## src/rtl/lzc_pkg.sv

```systemverilog
// Shared helpers and beat type for the LZC normalizer path.
package lzc_pkg;

  function automatic int lzc_cnt_w(input int width);
    return $clog2(width + 1);
  endfunction

  localparam int NORM_WIDTH = 21;
  localparam int NORM_CNT_W = lzc_cnt_w(NORM_WIDTH);

  typedef struct packed {
    logic [NORM_WIDTH-1:0] data;
    logic [NORM_CNT_W-1:0] zero_num;
    logic                  is_zero;
  } norm_beat_t;

endpackage

```

## src/rtl/lzc_norm_stage.sv

```systemverilog
// One normalizer pipeline stage: shift by STEP * zero_num[FIELD_LO +: FIELD_W], valid/ready register.
module lzc_norm_stage #(
  parameter int WIDTH    = 21,
  parameter int CNT_W    = 5,
  parameter int STEP     = 1,
  parameter int FIELD_LO = 0,
  parameter int FIELD_W  = 2
) (
  input  logic             clk,
  input  logic             rst,
  input  logic             in_valid,
  output logic             in_ready,
  input  logic [WIDTH-1:0] in_data,
  input  logic [CNT_W-1:0] in_zero_num,
  input  logic             in_is_zero,
  output logic             out_valid,
  input  logic             out_ready,
  output logic [WIDTH-1:0] out_data,
  output logic [CNT_W-1:0] out_zero_num,
  output logic             out_is_zero
);

  logic [WIDTH-1:0] shifted;
  logic             adv;

  generate
    if (FIELD_W > 0) begin : g_shift
      logic [FIELD_W-1:0] field;
      always_comb begin
        field   = in_zero_num[FIELD_LO +: FIELD_W];
        shifted = in_data << (STEP * int'(field));
      end
    end else begin : g_pass
      always_comb shifted = in_data;
    end
  endgenerate

  always_comb begin
    adv      = !out_valid || out_ready;
    in_ready = adv;
  end

  always_ff @(posedge clk) begin
    if (rst) begin
      out_valid    <= 1'b0;
      out_data     <= '0;
      out_zero_num <= '0;
      out_is_zero  <= 1'b0;
    end else if (adv) begin
      out_valid <= in_valid;
      if (in_valid) begin
        out_data     <= shifted;
        out_zero_num <= in_zero_num;
        out_is_zero  <= in_is_zero;
      end
    end
  end

endmodule

```

## src/rtl/lzc_normalize.sv

```systemverilog
// Two-stage leading-one normalizer (coarse x4 shift, then fine shift) with valid/ready.
// Optional consistency checker enabled by macro LZC_NORM_CHECK_EN.
module lzc_normalize
  import lzc_pkg::*;
#(
  parameter int WIDTH = 21,
  parameter int CNT_W = lzc_cnt_w(WIDTH)
) (
  input  logic             clk,
  input  logic             rst,
  input  logic             in_valid,
  output logic             in_ready,
  input  logic [WIDTH-1:0] in_data,
  input  logic [CNT_W-1:0] in_zero_num,
  input  logic             in_is_zero,
  output logic             out_valid,
  input  logic             out_ready,
  output logic [WIDTH-1:0] out_data,
  output logic [CNT_W-1:0] out_shift,
  output logic             out_is_zero,
  output logic             out_err
);

  logic             sat;
  logic [WIDTH-1:0] sat_data;
  logic [CNT_W-1:0] sat_zn;
  logic             sat_zero;

  logic             s1_valid;
  logic             s2_ready;
  logic [WIDTH-1:0] s1_data;
  logic [CNT_W-1:0] s1_zn;
  logic             s1_zero;

  // Zero or out-of-range counts collapse to a zero result with saturated shift.
  always_comb begin
    sat      = in_is_zero || (in_zero_num >= CNT_W'(WIDTH));
    sat_data = sat ? '0 : in_data;
    sat_zn   = sat ? CNT_W'(WIDTH) : in_zero_num;
    sat_zero = sat;
  end

  lzc_norm_stage #(
    .WIDTH    (WIDTH),
    .CNT_W    (CNT_W),
    .STEP     (4),
    .FIELD_LO (2),
    .FIELD_W  (CNT_W - 2)
  ) u_coarse (
    .clk          (clk),
    .rst          (rst),
    .in_valid     (in_valid),
    .in_ready     (in_ready),
    .in_data      (sat_data),
    .in_zero_num  (sat_zn),
    .in_is_zero   (sat_zero),
    .out_valid    (s1_valid),
    .out_ready    (s2_ready),
    .out_data     (s1_data),
    .out_zero_num (s1_zn),
    .out_is_zero  (s1_zero)
  );

  lzc_norm_stage #(
    .WIDTH    (WIDTH),
    .CNT_W    (CNT_W),
    .STEP     (1),
    .FIELD_LO (0),
    .FIELD_W  (2)
  ) u_fine (
    .clk          (clk),
    .rst          (rst),
    .in_valid     (s1_valid),
    .in_ready     (s2_ready),
    .in_data      (s1_data),
    .in_zero_num  (s1_zn),
    .in_is_zero   (s1_zero),
    .out_valid    (out_valid),
    .out_ready    (out_ready),
    .out_data     (out_data),
    .out_zero_num (out_shift),
    .out_is_zero  (out_is_zero)
  );

`ifdef LZC_NORM_CHECK_EN
  // Saturation erases in_data, so the "is_zero but data nonzero" flag rides alongside the pipe.
  logic bad1;
  logic bad2;
  logic err_q;
  logic bad_now;

  always_comb begin
    bad_now = out_valid && ((!out_is_zero && !out_data[WIDTH-1]) || bad2);
    out_err = err_q || bad_now;
  end

  always_ff @(posedge clk) begin
    if (rst) begin
      bad1  <= 1'b0;
      bad2  <= 1'b0;
      err_q <= 1'b0;
    end else begin
      if (in_ready && in_valid) bad1 <= in_is_zero && (|in_data);
      if (s2_ready && s1_valid) bad2 <= bad1;
      if (bad_now) err_q <= 1'b1;
    end
  end
`else
  always_comb out_err = 1'b0;
`endif

endmodule

```

## config.mk

```make
export PLATFORM = sky130hd
export DESIGN_NAME = lzc_normalize
export DESIGN_NICKNAME = d
export VERILOG_FILES = /design/src/rtl/lzc_pkg.sv /design/src/rtl/lzc_norm_stage.sv /design/src/rtl/lzc_normalize.sv
export SDC_FILE = /design/constraint.sdc
export NUM_CORES = 1
export LEC_CHECK = 0
export CAP_MARGIN = 30
export CORE_MARGIN = 8
export CORE_UTILIZATION = 56
export DETAILED_ROUTE_END_ITERATION = 7
export PLACE_DENSITY = 0.85
export SETUP_SLACK_MARGIN = 0.15
export SLEW_MARGIN = 10
export SYNTH_ARGS = -nofsm -noshare
export SYNTH_HDL_FRONTEND = slang
export SYNTH_HIERARCHICAL = 1
export SYNTH_SLANG_ARGS = --single-unit
```

## constraint.sdc

```tcl
create_clock -name clk -period 5.4 [get_ports clk]
set_clock_uncertainty 0.1 [all_clocks]
set_input_delay 0.54 -clock clk [delete_from_list [all_inputs] [get_ports clk]]
set_output_delay 0.54 -clock clk [all_outputs]
set_load 0.05 [all_outputs]
```

==> run metrics, run 1 <==
fin crit share 0.639; largest net degree at the start of global routing 37; nets 415; max-cap violation count 0; Root Driver clkbuf_8; Die Wd 90.9 um; Post-Layout Inst Area between 3000 and 4000 sq um; Crit Path Category in -> out; num rows 27; ANT cells 0; post-detailed-placement half-perimeter wirelength around 5300 um; worst skew pair latency ~0.30 ns; CP bufs+invs 3; Post-Syn Nets around 370; CP max-delay cell clkdlybuf4s50_1; commonest non-fill, non-tap cells in the layout clkdlybuf4s50_1, dfxtp_1, mux2i_1; core footprint approximately 5500 sq um; full die area 8260 sq um; I/O pin count 61; startpoint types input port; crit path DAT 2.81 ns; delay-heaviest family, CP buffers and inverters; # Post-CTS Setup Buffers 0; Hold Slack 0.362 ns; Pre-antenna DRT Iters 4; CTS Buf Count 5; initial antenna violation count 0; CP Max Fanout 12; via count 2645; post-synthesis sequential area ratio 0.357; Yosys cell types 41; chip height 90.9 um; CTS tree done; Setup-failing EPs final 0; FF+latch count, synth 56; Avg Cell Area, Syn roughly 9.2 sq um; grt ovf 0; Avg WL per Cell 16.0 um; Slew @ Worst Pin 0.688 ns; Ys Warns 6; peak per-stage delay on the critical path about 0.7 ns; peak supply drop 0.135 mV; PwrDens 214 nW/um^2; overall power about 0.81 mW; static leakage 1.31 nW; # DRC 0; Slew Limit Fails 0; clock-pin slew on the worst setup and hold paths roughly 0.090 ns; first-pass GRT wire length 12400 um; H-tree levels 2; Post-Syn Instances between 300 and 400; critical-path cell list clkdlybuf4s50_1, nor2b_1, inv_1, nand2b_4, clkdlybuf4s50_1; Crit. End Element output pin; Placed Area 3670 sq um; All-Layer GR Usage 0.175; Vias/cell 5.79; starting density of the core 0.574; final hold vios 0; setup tns final 0 ns; Final min period 3.45 ns; worst relative slew slack 0.541; GPL Wtd Cong 0.888; Hold Path Class reg -> reg; CTS max path bufs 2; final WL 7320 um; most frequent CP cell clkdlybuf4s50_1; synth-to-layout area growth 21.2%; Fmax a little under 300 MHz; # clock sinks 56; CP required 4.76 ns; most common cell after layout, fill and taps aside clkdlybuf4s50_1; ANT nets after route 0; layout cells sized above 1 0.164; vias in the first global route around 2600; RSZ-0062 raised after global routing false; CTS Hold Buffers Added 0; Post-CTS Resized 0; port bufs 59; status finished clean; Cell Area, Synth 3140 sq um; Iteration-0 DRC Markers roughly 160
==> final cells by class <==
cell class | instances | area [sq um]
multi-input combinational | 251 | 1820
fill | 453 | 1670
sequential | 56 | 1120
timing repair buffer | 64 | 663
tap | 72 | 90.1
clock buffer | 6 | 82.6
inverter | 6 | 22.5
clock inverter | 2 | 10.0
==> per-stage QoR <==
step	setup WS [ns]	std cells	utilization
final	1.95	457	0.695
after global routing	1.83	457	0.695
after CTS	1.97	455	0.688
after detailed placement	1.85	447	0.671
after global placement	2.02	446	0.668
after floorplan	3.28	342	-
==> worst paths after layout <==
path | slack (ns) | startpoint | end | depth (start not counted)
worst max-delay path | 1.95 | out_ready | in_ready | 5
worst min-delay path | 0.36 | u_coarse/out_zero_num[2]$_SDFFE_PP0P_ | u_coarse/out_zero_num[2]$_SDFFE_PP0P_ | 2
worst max register to register | 2.86 | u_fine/out_valid$_SDFFE_PP0P_ | u_coarse/out_data[2]$_SDFFE_PP0P_ | 6
worst min register to register | 0.36 | u_coarse/out_zero_num[2]$_SDFFE_PP0P_ | u_coarse/out_zero_num[2]$_SDFFE_PP0P_ | 2
==> registers in the layout, summed over array words and instances (netlist names) <==
name,count
u_fine/out_data,21
u_coarse/out_is_zero,1
u_fine/out_zero_num,5
u_coarse/out_data,21
u_coarse/out_valid,1
u_fine/out_valid,1
u_fine/out_is_zero,1
u_coarse/out_zero_num,5
==> cell families after synthesis <==
| logic type | after synthesis | share of synthesized area |
|---|---|---|
| AND/OR/NAND/NOR | 119 | 0.243 |
| flip-flops | 56 | 0.357 |
| other | 1 | 0.00119 |
| multiplexers | 54 | 0.185 |
| buffers and inverters | 35 | 0.0642 |
| AO/OA/AOI/OAI | 77 | 0.149 |
==> where the power goes <==
part           switching, mW  internal (mW)
clock                  0.130          0.103
sequential           0.00878          0.423
combinational         0.0823         0.0674
total                  0.221          0.593
==> Yosys cell counts, drive strengths merged <==
library cell / n / area, sq um
a211oi: 3 / 22.5
a21o: 1 / 7.51
a21oi: 23 / 115
a22o: 4 / 35.0
a22oi: 4 / 30.0
a311oi: 1 / 8.76
and2: 1 / 6.26
and4bb: 1 / 12.5
buf: 21 / 149
clkbuf: 8 / 30.0
clkinv: 1 / 3.75
conb: 1 / 3.75
dfxtp: 56 / 1120
inv: 5 / 18.8
mux2: 22 / 248
mux2i: 31 / 310
mux4: 1 / 22.5
nand2: 31 / 119
nand2b: 3 / 26.3
nand3: 9 / 45.0
nand3b: 12 / 90.1
nand4: 1 / 6.26
nor2: 20 / 80.1
nor2b: 1 / 6.26
nor3: 8 / 40.0
nor3b: 23 / 273
nor4: 2 / 12.5
o211a: 1 / 17.5
o21ai: 20 / 100
o22ai: 17 / 106
o2bb2ai: 3 / 26.3
or2: 3 / 18.8
or3: 2 / 12.5
or4: 2 / 15.0
==> worst reg2reg max path: stages, from the launching register on <==
cell	delay [ns]
dfxtp_1	0.33
nor2b_1	0.54
inv_1	0.36
nand2b_4	0.26
and2_1	0.30
nor2_1	0.39
a22o_1	0.21
==> routing by layer <==
layer	global-route usage	wire, um	vias to the layer above
li1	-	-	1316
met1	0.220	3320	1228
met2	0.282	3420	97
met3	0.0466	502	4
met4	0.0600	75	0
met5	0	0	-
(Power assumes the default switching activity.)
==> run 2, diff against run 1 <==
CORE_UTILIZATION = 52   (was 56)
PLACE_DENSITY = 0.8   (was 0.85)
clock period = 3.55 ns   (was 5.4 ns; I/O delays follow)
==> run metrics, run 2 (synthesis results as in run 1) <==
status finished clean; layout cells sized above 1 0.159; ANT nets after route 0; commonest non-fill, non-tap cells in the layout clkdlybuf4s50_1, dfxtp_1, mux2i_1; clock-pin slew on the worst setup and hold paths 0.09 ns; Die Wd 93.7 um; worst setup margin 0.473 ns; Comb pwr share 0.177; Setup Slack @ Placement between 0.5 and 0.6 ns; Switch Pwr approximately 0.32 mW; Root Driver clkbuf_8; post-detailed-placement half-perimeter wirelength 5250 um; Hold Path Class reg -> reg; final hold vios 0; CTS Hold Buffers Added 0; RSZ-0062 raised after global routing false; worst skew pair latency 0.30 ns; CP Max Fanout 12; CTS tree done; Pint 0.915 mW; port bufs 59; Crit. End Element output pin; GPL Wtd Cong around 0.85; Fmax roughly 330 MHz; Slew @ Worst Pin 0.940 ns; CP required between 3 and 4 ns; startpoint types input port; first-pass GRT wire length between 10000 and 15000 um; Clock power frac 0.293; vias in the first global route 2409; CTS max path bufs 2; full die area 8780 sq um; initial antenna violation count 0; switching share of total power 0.262; crit path DAT 2.62 ns; via count 2584; Iteration-0 DRC Markers 196; PwrDens ~330 nW/um^2; largest net degree at the start of global routing 36; Post-Layout Inst Area 3770 sq um; ANT cells 0; Seq pwr share 0.529; Slew Limit Fails 0; core footprint 5890 sq um; synth-to-layout area growth 20.1%; Final min period roughly 3.1 ns; grt ovf 0; # DRC 0; static leakage about 1.3 nW; nets 414; Vias/cell 5.64; peak supply drop 0.190 mV; H-tree levels 2; Setup-failing EPs final 0; Pre-antenna DRT Iters 4; # Post-CTS Setup Buffers 0; Avg WL per Cell ~16 um; CTS Buf Count 5; # clock sinks between 50 and 60; final WL 7130 um; setup tns final 0 ns; I/O pin count 61; Placed Area 3670 sq um; max-cap violation count 0; fin crit share 0.867; top flop regs u_coarse/out_data: 21 flops, u_fine/out_data: 21 flops; chip height 93.7 um; worst relative slew slack 0.373; All-Layer GR Usage 0.158; fin util 0.641; starting density of the core 0.533; overall power 1.24 mW; Post-CTS Resized 0; num rows 28; Crit Path Category in -> out; most common cell after layout, fill and taps aside clkdlybuf4s50_1
-- run 2: per-layer routing --
layer	vias up	GRT usage	routed length, um
li1	1316	-	-
met1	1198	0.208	3440
met2	63	0.253	3220
met3	7	0.0312	385
met4	0	0.0515	87
met5	-	0	0
-- run 2: through the flow --
stage	cells	hold WS, ns
global route	458	0.393
finish	458	0.363
CTS	458	0.369
detailed placement	451	0.356
floorplan	342	0.327
global placement	451	0.348
-- run 2: worst paths after layout --
kind                                                             from                                    end  slack (ns)  cells past startpoint
worst max-delay path                                        out_ready                               in_ready        0.47                      5
worst min-delay path            u_coarse/out_zero_num[2]$_SDFFE_PP0P_  u_coarse/out_zero_num[2]$_SDFFE_PP0P_        0.36                      2
worst max register to register          u_fine/out_valid$_SDFFE_PP0P_      u_coarse/out_data[0]$_SDFFE_PP0P_        1.00                      6
worst min register to register  u_coarse/out_zero_num[2]$_SDFFE_PP0P_  u_coarse/out_zero_num[2]$_SDFFE_PP0P_        0.36                      2
-- run 2: final cells by class --
type,instances,area [sq um]
clock buffer,7,96.3
tap,75,93.8
fill,514,2110
timing repair buffer,63,621
inverter,6,22.5
sequential,56,1120
multi-input combinational,251,1820
-- run 2: worst max-delay path, stage by stage --
cell and delay, ns:
clkdlybuf4s50_1 0.40, nor2b_1 0.53, inv_1 0.36, nand2b_4 0.25, clkdlybuf4s50_1 0.72
-- run 2: power by group through the flow --
stage	registers (mW)	logic, mW	clock network, mW
floorplan	0.682	0.144	0
global placement	0.670	0.215	0
detailed placement	0.671	0.217	0
CTS	0.656	0.219	0.373
global route	0.658	0.237	0.397
finish	0.656	0.220	0.363
==> run 3, diff against run 2 <==
REMOVE_ABC_BUFFERS = 1   (was not set)
==> run metrics, run 3 (synthesis results as in run 1) <==
full die area between 8000 and 9000 sq um; PwrDens 340 nW/um^2; ANT cells 0; Die Wd 93.7 um; CTS Hold Buffers Added 0; post-detailed-placement half-perimeter wirelength 5460 um; overall power 1.29 mW; Fmax around 340 MHz; H-tree levels 2; Final min period 2.93 ns; nets 415; CP required approximately 3 ns; Crit. End Element output pin; Slew @ Worst Pin 0.908 ns; fin crit share 0.827; ANT nets after route 0; All-Layer GR Usage 0.170; Hold Path Sink u_coarse/out_zero_num[2]$_SDFFE_PP0P_; num rows 28; Hold Path Class reg -> reg; top flop regs u_coarse/out_data: 21 flops, u_fine/out_data: 21 flops; Crit Path Category in -> out; reg2reg start u_fine/out_valid$_SDFFE_PP0P_; max-cap violation count 0; Switch Pwr between 0.3 and 0.4 mW; Fillers 512; critical-path cell list clkdlybuf4s50_1, nor2b_1, inv_1, buf_4, nand2b_4, clkdlybuf4s50_1; switching share of total power 0.262; # clock sinks 56; I/O pin count 61; most common cell after layout, fill and taps aside clkdlybuf4s50_1; reg2reg end u_coarse/out_data[6]$_SDFFE_PP0P_; startpoint types input port; RSZ-0062 raised after global routing false; # Post-CTS Setup Buffers 0; worst-case reg-to-reg path depth 7; fin util 0.644; initial antenna violation count 0; clock-pin slew on the worst setup and hold paths 0.10 ns; largest net degree at the start of global routing 36; grt ovf 0; CTS Buf Count 5; Slew Limit Fails 0; setup slack, reg-to-reg 1.05 ns; Pint 0.951 mW; CP Max Fanout 12; synth-to-layout area growth 20.7%; Hold Path Origin u_coarse/out_zero_num[2]$_SDFFE_PP0P_; CP max-delay cell clkdlybuf4s50_1; peak supply drop ~0.25 mV; CTS max path bufs 2; CTS tree done; Comb pwr share 0.170; final hold vios 0; static leakage 1.30 nW; core footprint 5890 sq um; Root Driver clkbuf_8; layout cells sized above 1 0.161; peak per-stage delay on the critical path 0.72 ns; Post-CTS Resized 0; Setup-failing EPs final 0; chip height 93.7 um; via count 2650; Avg WL per Cell between 15 and 20 um; Seq pwr share 0.512; starting density of the core 0.533; status finished clean; commonest non-fill, non-tap cells in the layout clkdlybuf4s50_1, dfxtp_1, mux2i_1; setup tns final 0 ns; GPL Wtd Cong 0.924; Iteration-0 DRC Markers 191; hold depth 2; # DRC 0; worst skew pair latency 0.30 ns; port bufs 59; crit path DAT 2.48 ns; final WL around 7400 um; Pre-antenna DRT Iters 6; Clock power frac 0.318; first-pass GRT wire length 12400 um; Vias/cell 5.76; worst relative slew slack 0.394; vias in the first global route between 2000 and 3000; most frequent CP cell clkdlybuf4s50_1
## run 3: layout make-up
type	instances	area, sq um	area share
multi-input cells	251	1820	0.479
flip-flops and latches	56	1120	0.296
well taps	75	93.8	0.0248
clock inverters	2	35.0	0.00924
inverters	6	22.5	0.00594
clock buffers	6	72.6	0.0191
repair buffers	64	628	0.166
## run 3: critical path, delay by kind of cell
family	cells	cell delay, ns
simple gates	2	0.72
buf+inv	4	1.41
## run 3: stage by stage
stage / instance area, sq um / hold slack [ns] / std cells / worst slack [ns]
5_1_grt: 3790 / 0.388 / 460 / 0.482
2_1_floorplan: 2960 / 0.324 / 313 / 0.948
3_5_place_dp: 3680 / 0.351 / 452 / 0.539
6_report: 3790 / 0.365 / 460 / 0.615
4_1_cts: 3790 / 0.365 / 460 / 0.626
3_3_place_gp: 3680 / 0.345 / 452 / 0.665
## run 3: power by group through the flow
| stage | sequential, mW | combinational [mW] | clock (mW) |
|---|---|---|---|
| 2_1_floorplan | 0.691 | 0.116 | 0 |
| 3_3_place_gp | 0.673 | 0.214 | 0 |
| 3_5_place_dp | 0.674 | 0.218 | 0 |
| 4_1_cts | 0.659 | 0.219 | 0.418 |
| 5_1_grt | 0.662 | 0.235 | 0.444 |
| 6_report | 0.659 | 0.219 | 0.410 |
## run 3: per-layer routing
| metal | global-route usage | vias up | share of wire |
|---|---|---|---|
| met5 | 0 | - | 0 |
| met1 | 0.195 | 1256 | 0.42 |
| met2 | 0.305 | 62 | 0.52 |
| met3 | 0.0376 | 10 | 0.047 |
| li1 | - | 1322 | - |
| met4 | 0.0476 | 0 | 0.012 |
## run 3: worst max-delay path by stage
stage,from,endpoint,slack [ns],cells after the start
after floorplan,in_zero_num[4],u_coarse/out_data[10]$_SDFFE_PP0P_,0.95,5
after global placement,out_ready,in_ready,0.67,6
after detailed placement,in_zero_num[4],u_coarse/out_data[9]$_SDFFE_PP0P_,0.54,8
after CTS,out_ready,in_ready,0.63,6
after global routing,out_ready,in_ready,0.48,6
final,out_ready,in_ready,0.62,6
